[src/rtl/prio_encoder_stream.sv]
// Streaming priority encoder: captures an N-bit request vector and emits each set index, one per beat.
// Define PRIO_LSB_FIRST_EN for lowest-bit-first order; the default is highest-bit-first.
module prio_encoder_stream #(
   parameter int N = 8,
   localparam int W = $clog2(N)
) (
   input  logic         clk,
   input  logic         rst_n,
   input  logic         in_valid,
   output logic         in_ready,
   input  logic [N-1:0] in_vec,
   output logic         out_valid,
   input  logic         out_ready,
   output logic [W-1:0] out_idx,
   output logic         out_last,
   output logic [W-1:0] out_seq,
   output logic         busy
);

   typedef enum logic {IDLE, EMIT} state_t;

   state_t         state;
   logic [N-1:0]   pend;
   logic [W-1:0]   seq;
   logic [W-1:0]   pidx;
   logic           one_hot;

   // In IDLE pend is always zero, so the encoder naturally yields 0 there.
   always_comb begin
      pidx = '0;
`ifdef PRIO_LSB_FIRST_EN
      for (int i = N - 1; i >= 0; i--)
         if (pend[i]) pidx = W'(i);
`else
      for (int i = 0; i < N; i++)
         if (pend[i]) pidx = W'(i);
`endif
   end

   assign one_hot   = (pend != '0) && ((pend & (pend - N'(1))) == '0);

   assign in_ready  = (state == IDLE);
   assign busy      = (state == EMIT);
   assign out_valid = (state == EMIT);
   assign out_idx   = pidx;
   assign out_last  = (state == EMIT) && one_hot;
   assign out_seq   = seq;

   always_ff @(posedge clk or negedge rst_n) begin
      if (!rst_n) begin
         state <= IDLE;
         pend  <= '0;
         seq   <= '0;
      end else begin
         case (state)
            IDLE: begin
               if (in_valid && in_vec != '0) begin
                  pend  <= in_vec;
                  seq   <= '0;
                  state <= EMIT;
               end
            end
            EMIT: begin
               if (out_ready) begin
                  pend[pidx] <= 1'b0;
                  if (one_hot) begin
                     seq   <= '0;
                     state <= IDLE;
                  end else begin
                     seq <= seq + W'(1);
                  end
               end
            end
            default: state <= IDLE;
         endcase
      end
   end

endmodule

[config.mk]
export PLATFORM = sky130hd
export DESIGN_NAME = prio_encoder_stream
export DESIGN_NICKNAME = d
export VERILOG_FILES = /design/src/rtl/prio_encoder_stream.sv
export SDC_FILE = /design/constraint.sdc
export NUM_CORES = 1
export LEC_CHECK = 0
export BUFFER_PORTS_ARGS = -buffer_cell sky130_fd_sc_hd__clkbuf_2
export CORE_MARGIN = 2
export CORE_UTILIZATION = 38
export DETAILED_ROUTE_END_ITERATION = 16
export PLACE_DENSITY = 0.69
export SYNTH_ARGS = -nofsm -noshare
export SYNTH_HDL_FRONTEND = slang
export SYNTH_SLANG_ARGS = --single-unit
[constraint.sdc]
create_clock -name clk -period 1.8 [get_ports clk]
set_clock_uncertainty 0.2 [all_clocks]
set_input_delay 0.36 -clock clk [delete_from_list [all_inputs] [get_ports clk]]
set_output_delay 0.36 -clock clk [all_outputs]
set_load 0.01 [all_outputs]
# Word level (Yosys, flattened, before mapping)
# Cells that the tools add are included.
[totals] ff_bits=12 out_inout_bits=10
[op_classes] n_addsub=2 order_cmp=2 eq_ne=2 muxes=20 n_bitwise=4 reduce_logical=8
[op_table] op="$mux W3" n=7
[op_table] op="$and A8 B8 Y8" n=2
[op_table] op="$mux W8" n=2
[op_table] op="$pmux W8 S2" n=1
[op_table] op="$reduce_bool A8 Y1" n=2
[op_table] op="$logic_not A8 Y1" n=1
[op_table] op="$not A8 Y8" n=1
[op_table] op="$sub A8 B1 Y8 const B" n=1
[op_table] op="$pmux W3 S2" n=1
[op_table] op="$mux W1" n=5
[op_table] op="$logic_and A1 B1 Y1" n=4
[op_table] op="$lt A3 B4 Y1 const B" n=1
[op_table] op="$mux W2" n=2
[op_table] op="$add A3 B1 Y3 const B" n=1
[op_table] op="$demux W1 S3" n=1
[op_table] op="$ge A3 B1 Y1 const B" n=1
[op_table] op="$ne A2 B1 Y1 const B" n=1
[op_table] op="$ne A2 B2 Y1 const B" n=1
[op_table] op="$pmux W1 S2" n=1
[op_table] op="$reduce_and A2 Y1" n=1
[op_table] op="$not A1 Y1" n=1

# Logic depth before layout (Yosys ltp)
# Gate-level depths: netlist of the first run.
[logic_depth] word_depth=15 ltp_mapped=8

# Worst setup path after synthesis of the first run
# Ideal clock, no wire load.
[synth_timing] path_type="reg-to-output" startpoint="register pend[5]" endpoint="output port out_last" arrival_time_ps=1489 required_time_ps=1240 slack_ps=-249 path_stages_with_launch=6 n_path_buf=0 path_cell_list="dfrtp_1 nor4_2 o21ai_1 a2111oi_2 nor2_1 nor2_1"
[synth_via] elab_chain_cells=5
[synth_lines] item="start: declaration" line_no="23" source="logic [N-1:0] pend;"
[synth_lines] item="start signal: assignment" line_no="58" source="pend <= in_vec;"
[synth_lines] item="$sub A8 B1 Y8" line_no="40" source="assign one_hot = (pend != '0) && ((pend & (pend - N'(1))) == '0);"
[synth_lines] item="$and A8 B8 Y8" line_no="40"
[synth_lines] item="$logic_not A8 Y1" line_no="40"
[synth_lines] item="$logic_and A1 B1 Y1 (*)" line_no="40"
[synth_lines] item="$logic_and A1 B1 Y1 (*)" line_no="46" source="assign out_last = (state == EMIT) && one_hot;"
[synth_lines] item="end: declaration" line_no="15" source="output logic out_last,"
# Every way passes the cells marked *; elsewhere a longest branch is shown, timed or not.

# Worst setup path after layout of the first run
[layout_timing] startpoint="register pend[0]" endpoint="output port out_last"
# Same word-level chain as after synthesis.

==> out/results.txt, run 1 <==
Status - finished, violations left
Violated checks - setup timing
Worst path required time - 1.24 ns
Layout cells sized above 1 - 57.1%
Synth Flop Type - dfrtp_1
Number of placement rows - 16
Setup TNS - -1.86 ns
WS Path Type - flop to output port
Final HPWL from detailed placement - 1.47 mm
Power Dens Cells - 1910 nW/um^2
Period utilisation layout - 133%
Crit-path max cell delay - 0.45 ns
Yosys reg bits - 12
Die extent in y - 48.6 um
Area grow syn2layout - 59.0%
Worst path bufs/invs - 1
Post-Synthesis Cells - 82
Netlist cell types - 36
Maximum vdd drop - 876 uV
XOR/XNOR Fraction of Synth Area - 1.16%
CP max FO - 3
Top-area cell type share of the netlist area - 39.7%
Total CTS buffers - 3
Yosys Warn Count - 0
Initial core utilization - 39.4%
Crit path top cell by count - nor2_1
Final hold vios - 0
Total Routing Usage GR - 20.2%
Drt total wl - 2.29 mm
Total clock sinks - 12
Class of the worst hold path - input pin to flop
Max Clk Rate - 418 MHz
Htree depth - 1
Cell area after synthesis - 757 sq um
Vias in the first global route - 810
Drt pass-1 iters - 4
Startpoint class of the critical path - flop
First-pass GRT wire length - 3.62 mm
Clk_lat worst skew - 0.28 ns
Synth area leader - dfrtp_1
Vias after detailed routing - 828
CTS max path bufs - 2
Hold Worst Slack - 0.0964 ns
# DRC - 0
Post-synthesis compound-gate area fraction - 25.6%
Setup crit end kind - output port
DR vias/cell - 5.41
Largest net degree at the start of global routing - 13
Max_cap viols - 0
Asr flop ratio synth - 100%
Clock-pin slew on the worst setup and hold paths - 0.09 ns
Fill count - 178
Initial DRC count - 24
Diodes inserted - 0
Arr. time, crit path - 1.83 ns
Seq/Total Area, Yosys - 39.7%
Minimum clock period - 2.39 ns
Synth Area in Simple Gates - 25.0%
Post-synth EDFFs - 0
Root buf cell - clkbuf_4
Core area - 1920 sq um
Max_slew headroom - 78.6%
Worst Tran Pin Value - 0.322 ns
Largest family of logic cells by synthesized area - compound AO/OA/AOI/OAI gates
CP cell instances - nor4_4 -> o21ai_2 -> a2111oi_4 -> nor2_1 -> nor2_1 -> buf_2
Critical path's top delay family - compound AO/OA/AOI/OAI gates
Static Leak - 0.582 nW
DR WL/cell - 14.9 um
Die W - 48.6 um
Number of port buffers - 21
RSZ-0062 raised after global routing - true
Top cells by area, synth - dfrtp_1 (40%), nand2_1 (5.0%), a22o_1 (4.6%)
Syn_area_per_cell - 9.23 sq um
Worst setup margin - -0.590 ns
Adder-cell share of the synthesized area - 2.98%
Ports - 22
Final net count - 140
Antenna violations before repair - 0
Total gr overflow - 0
Detail Route Antenna Nets - 0
Syn_nets - 95
Slew Limit Fails - 0
Finish-stage setup viols - 9
Die ar. - 2360 sq um
Mux contribution to synthesized area - 0%
CTS tree - done
CP max-delay cell - dfrtp_2
Gp weighted congestion - 0.779
-- cells in the final DEF, fill, tap and decap left out, types with 2 or more instances in the layout --
master and n:
nor2b_1 2, a21o_1 4, nor2_1 5, o21ai_0 3
nand2_1 10, clkbuf_2 18, o31ai_2 2, a22o_1 4
clkbuf_4 3, buf_4 16, buf_6 6, dfrtp_2 4
or2b_1 2, nor4_1 2, buf_2 3, inv_1 3
nor2_4 2, dfrtp_1 8, or3_4 2, o21ai_2 3
-- metal layers --
layer	GRT usage, %	vias to the layer above	part of all wire, %
met5	0	-	0
met4	10.5	0	1.5
met3	2.78	4	5.8
met2	33.8	40	52
met1	25.1	395	41
li1	-	389	-
-- through the flow --
stage	utilization [%]	instance area, sq um	instances	power [mW]	worst slack, ns
4_1_cts	59.5	1140	152	2.12	-0.569
5_1_grt	62.6	1200	153	2.45	-0.689
6_report	62.6	1200	153	2.30	-0.590
2_1_floorplan	-	778	82	1.22	-0.244
3_3_place_gp	52.4	1010	143	1.66	-0.211
3_5_place_dp	52.4	1010	143	1.68	-0.291
-- worst register-to-register path: stages (launching register included) --
cell,delay [ns]
dfrtp_2,0.43
buf_6,0.12
buf_6,0.09
nand2b_4,0.12
a21oi_4,0.05
or3_4,0.34
o311a_1,0.30
a221o_1,0.26
-- final cells by class --
cell class	count	area (sq um)	area share, %
well taps	27	33.8	2.81
repair buffers	44	303	25.2
clock buffers	4	36.3	3.01
flip-flops and latches	12	305	25.4
inverters	3	11.3	0.936
multi-input cells	63	514	42.7
-- where the power goes --
group	switching [mW]	leakage [nW]	total, mW	internal, mW
logic	0.749	0.414	1.55	0.802
clock network	0.0999	0.0210	0.223	0.123
registers	0.137	0.147	0.526	0.389
total	0.986	0.582	2.30	1.31
-- Yosys cell counts, drive strengths merged (2+ instances only) --
master  instances
dfrtp          12
nand2          11
nor2            8
o21ai           7
a21o            4
a22o            4
buf             4
inv             3
nor4            3
a21oi           2
nor2b           2
o31ai           2
or2b            2
or3             2
-- state kept, by name (all words and copies together), names as in the netlist --
signal and count:
pend 8, out_seq 3, busy 1
-- logic make-up after synthesis --
group	after synthesis
AOI/OAI and AO/OA	26
xor gates and xnor gates	1
adders and majority gates	2
buffers and inverters	7
DFF	12
and+or+nand+nor	34
-- path summary, 6_finish.rpt --
kind | from | end | slack (ns) | cells after the start
worst min register to register | out_seq[0] | out_seq[0] | 0.31 | 1
min in group asynchronous | rst_n | pend[3] | 0.31 | 2
max in group asynchronous | rst_n | pend[1] | 0.83 | 2
worst max-delay path | pend[0] | out_last | -0.59 | 6
worst max register to register | pend[2] | pend[0] | -0.23 | 7
worst min-delay path | in_vec[4] | pend[4] | 0.1 | 3
-- repair_timing --
action                                  4_1_cts  5_1_grt
buffers inserted                              5        1
endpoints found under the setup margin       10       10
hold endpoints to repair                     12        0
resized for setup                            12       17
pin swaps                                     7        8
hold buffers                                  1        0
Power figures use the tool's default switching activity.
==> inputs of run 2 (changes only) <==
--- a/config.mk
+++ b/config.mk
@@ -6,6 +6,7 @@
 export NUM_CORES = 1
 export LEC_CHECK = 0
 export BUFFER_PORTS_ARGS = -buffer_cell sky130_fd_sc_hd__clkbuf_2
+export CORE_ASPECT_RATIO = 0.7
 export CORE_MARGIN = 2
 export CORE_UTILIZATION = 38
 export DETAILED_ROUTE_END_ITERATION = 16
==> run 2 against run 1 <==
The flow still finishes with violations (setup timing). Clock power decreased by 26%. Largest power group unchanged. Wire length decreased by 1.8%. Sequential power increased by 3%. Maximum frequency decreased by 0.48%. Critical path depth unchanged. Worst hold slack improved by 0.011 ns. Largest cell class unchanged. Count of clock-buffer cells in the layout decreased by 1. Critical endpoint unchanged.
==> out/results.txt, run 2 (same netlist as run 1, synthesis figures left out) <==
Status - finished, violations left
Violated checks - setup timing
Clock-pin slew on the worst setup and hold paths - 0.07 ns (-0.02 ns)
CTS tree - done
Post-placement setup slack - -0.381 ns (-0.0906 ns)
Worst Tran Pin Value - 0.318 ns (-0.00349 ns)
Antenna violations before repair - 0 (unchanged)
Worst path bufs/invs - 1 (unchanged)
First-pass GRT wire length - 3.48 mm (-3.6%)
Clk_lat worst skew - 0.27 ns (about the same)
Reg with most FFs - pend
Slew Limit Fails - 0 (unchanged)
Reg area - 305 sq um (unchanged)
Detail Route Antenna Nets - 0 (unchanged)
Gp weighted congestion - 0.783 (+0.42%)
Drt total wl - 2.24 mm (-1.8%)
Total clock sinks - 12 (unchanged)
Worst path required time - 1.24 ns (about the same)
Max Clk Rate - 416 MHz (-0.48%)
Vias after detailed routing - 796 (-3.9%)
Diodes inserted - 0 (unchanged)
Max_slew headroom - 78.8% (+0.23 points)
Maximum vdd drop - 1060 uV (+21%)
Static Leak - 0.576 nW (-1.1%)
Layout Utilization - 61.9% (-0.69 points)
Commonest non-fill, non-tap cells in the layout - buf_4 (22), clkbuf_2 (20), nand2_1 (10)
# DRC - 0 (unchanged)
Number of placement rows - 13 (-3)
Initial core utilization - 40.5% (+1.1 points)
Die ar. - 2370 sq um (+0.24%)
Minimum clock period - 2.40 ns (+0.0115 ns)
RSZ-0062 raised after global routing - true
Fill count - 150 (-16%)
CTS max path bufs - 2 (unchanged)
Area of the multi-input gates - 489 sq um (-4.9%)
Total CTS buffers - 3 (unchanged)
CP max-delay cell - dfrtp_2
Ports - 22 (unchanged)
Initial DRC count - 28 (+17%)
Power Dens Cells - 1890 nW/um^2 (-1.2%)
Max_cap viols - 0 (unchanged)
Layout cells sized above 1 - 55.1% (-2.0 points)
Period utilisation layout - 133% (+0.64 points)
Final net count - 142 (+1.4%)
Die W - 57.3 um (+18%)
Htree depth - 1 (unchanged)
DR vias/cell - 5.34 (-1.3%)
Total Routing Usage GR - 20.2% (+0.081 points)
Largest net degree at the start of global routing - 13 (unchanged)
Startpoint class of the critical path - flop
Number of port buffers - 21 (unchanged)
Area grow syn2layout - 53.1%
Vias in the first global route - 745 (-8.0%)
Max FFs per register - 8 (unchanged)
CP max FO - 5 (+2)
Setup crit end kind - output port
CP cell instances - nor4_4 -> o21ai_2 -> a2111oi_4 -> nor2_1 -> nor2_1 -> clkbuf_2
DR WL/cell - 15.1 um (+0.84%)
Die extent in y - 41.3 um (-15%)
WS Path Type - flop to output port
Crit-path max cell delay - 0.45 ns (about the same)
Core area - 1870 sq um (-2.7%)
Most common cell after layout, fill and taps aside - buf_4
Class of the worst hold path - input pin to flop
Worst setup margin - -0.602 ns (-0.0115 ns)
Total gr overflow - 0 (unchanged)
Critical path's top delay family - compound AO/OA/AOI/OAI gates
Crit path top cell by count - nor2_1
Root buf cell - clkbuf_4
Arr. time, crit path - 1.84 ns (about the same)
Finish-stage setup viols - 10 (+1)
Drt pass-1 iters - 4 (unchanged)
Final HPWL from detailed placement - 1.62 mm (+9.9%)
Final hold vios - 0 (unchanged)
==> run 2: cell types whose count changed in the layout (fill, tap and decap cells not counted), moves of 2 or more <==
cell,before,now
buf_4,16,22
buf_6,6,2
buf_2,3,1
clkbuf_2,18,20
o31ai_1,0,2
o31ai_2,2,0
==> run 2: cell type report <==
| type | count | area share, % |
|---|---|---|
| sequential | 12 | 26.3 |
| tap | 22 | 2.38 |
| clock buffer | 3 | 1.94 |
| inverter | 3 | 0.972 |
| multi-input combinational | 63 | 42.2 |
| timing repair buffer | 46 | 26.1 |
==> run 2: routing by layer <==
| metal | global-route usage [%] | routed length (um) | up-vias |
|---|---|---|---|
| met1 | 30.0 | 1120 | 378 |
| met5 | 0 | 0 | - |
| met3 | 2.16 | 74 | 2 |
| met4 | 6.40 | 4 | 0 |
| li1 | - | - | 395 |
| met2 | 31.3 | 1050 | 21 |
==> run 2: power by group <==
part           switching (mW)  leakage (nW)  internal, mW
registers               0.155         0.147         0.389
logic                   0.701         0.415         0.776
clock network          0.0886        0.0138        0.0773
total                   0.945         0.576          1.24
==> run 2: worst register-to-register path, stage by stage (launching register included) <==
cell and delay, ns:
dfrtp_2 0.45, nor4_4 0.31, buf_4 0.16, nand3b_1 0.16
a2111oi_4 0.10, buf_4 0.16, or3_4 0.36, o211ai_2 0.15
==> run 2: worst paths after layout <==
check	start	end	slack [ns]	cells after the start
worst max-delay path	pend[1]	out_last	-0.60	6
worst min-delay path	in_vec[5]	pend[5]	0.11	3
worst max register to register	pend[1]	out_seq[2]	-0.31	7
worst min register to register	out_seq[0]	out_seq[0]	0.33	1
max in group asynchronous	rst_n	pend[3]	0.83	2
min in group asynchronous	rst_n	busy	0.31	2
==> run 2: what timing repair did <==
action,4_1_cts,5_1_grt
setup endpoints to repair,10,10
hold buffers,1,0
buffers inserted,2,2
pin swaps,7,5
gates resized for setup,13,6
endpoints found under the hold margin,12,0
==> run 2: metrics by stage <==
| stage | total power, mW | hold WS (ns) | setup TNS [ns] | area (sq um) | cells |
|---|---|---|---|---|---|
| 3_5_place_dp | 1.76 | 0.0669 | -1.81 | 1030 | 142 |
| 5_1_grt | 2.33 | 0.129 | -2.87 | 1160 | 149 |
| 6_report | 2.19 | 0.107 | -2.29 | 1160 | 149 |
| 4_1_cts | 2.10 | 0.101 | -2.11 | 1130 | 147 |
| 2_1_floorplan | 1.22 | -0.136 | -0.415 | 778 | 82 |
| 3_3_place_gp | 1.74 | 0.0618 | -0.953 | 1030 | 142 |
==> inputs of run 3 (changes only) <==
--- a/config.mk
+++ b/config.mk
@@ -11,6 +11,7 @@
 export CORE_UTILIZATION = 38
 export DETAILED_ROUTE_END_ITERATION = 16
 export PLACE_DENSITY = 0.69
+export RECOVER_POWER = 25
 export SYNTH_ARGS = -nofsm -noshare
 export SYNTH_HDL_FRONTEND = slang
 export SYNTH_SLANG_ARGS = --single-unit
==> run 3 against run 2 <==
The flow still finishes with violations (setup timing). Register-to-register slack hardly changed. Cell area is 0.11% lower. Final cell count unchanged. Largest power group unchanged. Highest routed layer unchanged.
==> out/results.txt, run 3 (same netlist as run 1, synthesis figures left out) <==
Number of placement rows - 13 (unchanged)
Vias after detailed routing - 796 (unchanged)
R2R setup slack - -0.31 ns (about the same)
Max_cap viols - 0 (unchanged)
Maximum vdd drop - 1060 uV (about the same)
Switching share of power - 43.2% (about the same)
CTS max path bufs - 2 (unchanged)
Crit-path max cell delay - 0.45 ns (about the same)
Switching power - 945 uW (about the same)
FF-to-FF End - out_seq[2]
Initial core utilization - 40.5% (unchanged)
Minimum clock period - 2.40 ns (unchanged)
Total gr overflow - 0 (unchanged)
CP cell instances - nor4_4 -> o21ai_2 -> a2111oi_4 -> nor2_1 -> nor2_1 -> clkbuf_2
Total CTS buffers - 3 (unchanged)
Startpoint class of the critical path - flop
CP max-delay cell - dfrtp_2
Period utilisation layout - 133% (unchanged)
Layout cells sized above 1 - 54.3% (-0.79 points)
Drt total wl - 2.24 mm (about the same)
Critical path's top delay family - compound AO/OA/AOI/OAI gates
Clk_lat worst skew - 0.27 ns (about the same)
Htree depth - 1 (unchanged)
# DRC - 0 (unchanged)
Diodes inserted - 0 (unchanged)
CTS tree - done
Root buf cell - clkbuf_4
Commonest non-fill, non-tap cells in the layout - buf_4 (22), clkbuf_2 (19), nand2_1 (10)
Area grow syn2layout - 52.9%
Worst Tran Pin Value - 0.669 ns (+0.351 ns)
Max FFs per register - 8 (unchanged)
Core area - 1870 sq um (unchanged)
First-pass GRT wire length - 3.48 mm (unchanged)
Worst path bufs/invs - 1 (unchanged)
Slew Limit Fails - 0 (unchanged)
CP max FO - 5 (unchanged)
Post-placement setup slack - -0.381 ns (unchanged)
Hold Worst Slack - 0.107 ns (unchanged)
Class of the worst hold path - input pin to flop
Finish-stage setup viols - 10 (unchanged)
Die W - 57.3 um (unchanged)
Clock power frac - 7.6% (about the same)
Fin area - 1160 sq um (-0.11%)
Antenna violations before repair - 0 (unchanged)
Hold Path End - pend[5]
Combinational share of power - 67.6% (about the same)
Setup crit end kind - output port
Layout Utilization - 61.9% (-0.067 points)
Hold depth - 3 (unchanged)
Initial DRC count - 28 (unchanged)
Pwr Total - 2.19 mW (about the same)
Reg-to-Reg Start - pend[1]
Detail Route Antenna Nets - 0 (unchanged)
Vias in the first global route - 745 (unchanged)
Largest net degree at the start of global routing - 13 (unchanged)
Status - finished, violations left
Crit path top cell by count - nor2_1
RSZ-0062 raised after global routing - true
Flop pwr share - 24.9% (about the same)
Violated checks - setup timing
DR WL/cell - 15.1 um (about the same)
Gp weighted congestion - 0.783 (unchanged)
Total clock sinks - 12 (unchanged)
Most common cell after layout, fill and taps aside - buf_4
Worst setup margin - -0.602 ns (unchanged)
Die extent in y - 41.3 um (unchanged)
Worst-case reg-to-reg path depth - 7 (unchanged)
WS Path Type - flop to output port
Number of port buffers - 21 (unchanged)
Clock-pin slew on the worst setup and hold paths - 0.07 ns (about the same)
Final HPWL from detailed placement - 1.62 mm (unchanged)
DR vias/cell - 5.34 (unchanged)
Hold Startpoint - in_vec[5]
Max Clk Rate - 416 MHz (unchanged)
Pint - 1.24 mW (about the same)
Ports - 22 (unchanged)
Placed Area - 1030 sq um (unchanged)
Max_slew headroom - 55.4% (-23 points)
Worst path required time - 1.24 ns (about the same)
Power Dens Cells - 1890 nW/um^2 (about the same)
Arr. time, crit path - 1.84 ns (about the same)
Final hold vios - 0 (unchanged)
Die ar. - 2370 sq um (unchanged)
Total Routing Usage GR - 20.2% (unchanged)
Final net count - 142 (unchanged)
Reg with most FFs - pend
Static Leak - 0.573 nW (-0.52%)
Drt pass-1 iters - 4 (unchanged)
-- run 3: cell counts in the layout (fill, tap and decap cells not counted) --
No cell type changed its count.
-- run 3: how the worst max path moves through the flow --
| stage | from | end | slack [ns] | cells after the start |
|---|---|---|---|---|
| after floorplan | pend[5] | out_last | -0.24 | 5 |
| after detailed placement | pend[1] | out_last | -0.38 | 6 |
| after global routing | pend[1] | out_last | -0.69 | 6 |
| after global placement | pend[1] | out_last | -0.25 | 6 |
| after CTS | pend[5] | out_last | -0.59 | 6 |
| final | pend[1] | out_last | -0.60 | 6 |
-- run 3: layout make-up --
class	count	area, sq um
tap	22	27.5
timing repair buffer	46	302
fill	151	713
clock buffer	3	22.5
sequential	12	305
inverter	3	11.3
multi-input combinational	63	489
-- run 3: per-layer routing --
layer	track usage [%]	vias up	wire length, um
met2	31.3	21	1040
met3	2.16	2	74
li1	-	395	-
met5	0	-	0
met1	30.0	378	1120
met4	6.40	0	4
-- run 3: power by group through the flow --
| stage | Clock, mW | Combinational [mW] | Sequential (mW) |
|---|---|---|---|
| floorplan | 0 | 0.682 | 0.537 |
| global placement | 0 | 1.23 | 0.505 |
| detailed placement | 0 | 1.25 | 0.517 |
| CTS | 0.168 | 1.39 | 0.536 |
| global route | 0.183 | 1.59 | 0.555 |
| finish | 0.166 | 1.48 | 0.544 |
-- run 3: timing repair --
action                                  CTS  global route
setup buffers                             2             2
endpoints found under the setup margin   10            10
cloned                                    0             0
hold endpoints to repair                 12             0
pin swaps                                 7             5
hold buffers                              1             0
gates resized for setup                  13             6
-- run 3: per-stage QoR --
stage | std cells | setup TNS (ns)
after floorplan | 82 | -0.415
after global placement | 142 | -0.953
after detailed placement | 142 | -1.81
after CTS | 147 | -2.11
after global routing | 149 | -2.87
final | 149 | -2.29
-- run 3: worst reg2reg max path, delay by kind of cell, from the launching register on --
kind,cells,cell delay [ns]
compound gates,2,0.25
buf+inv,2,0.32
flops,1,0.45
simple gates,3,0.83
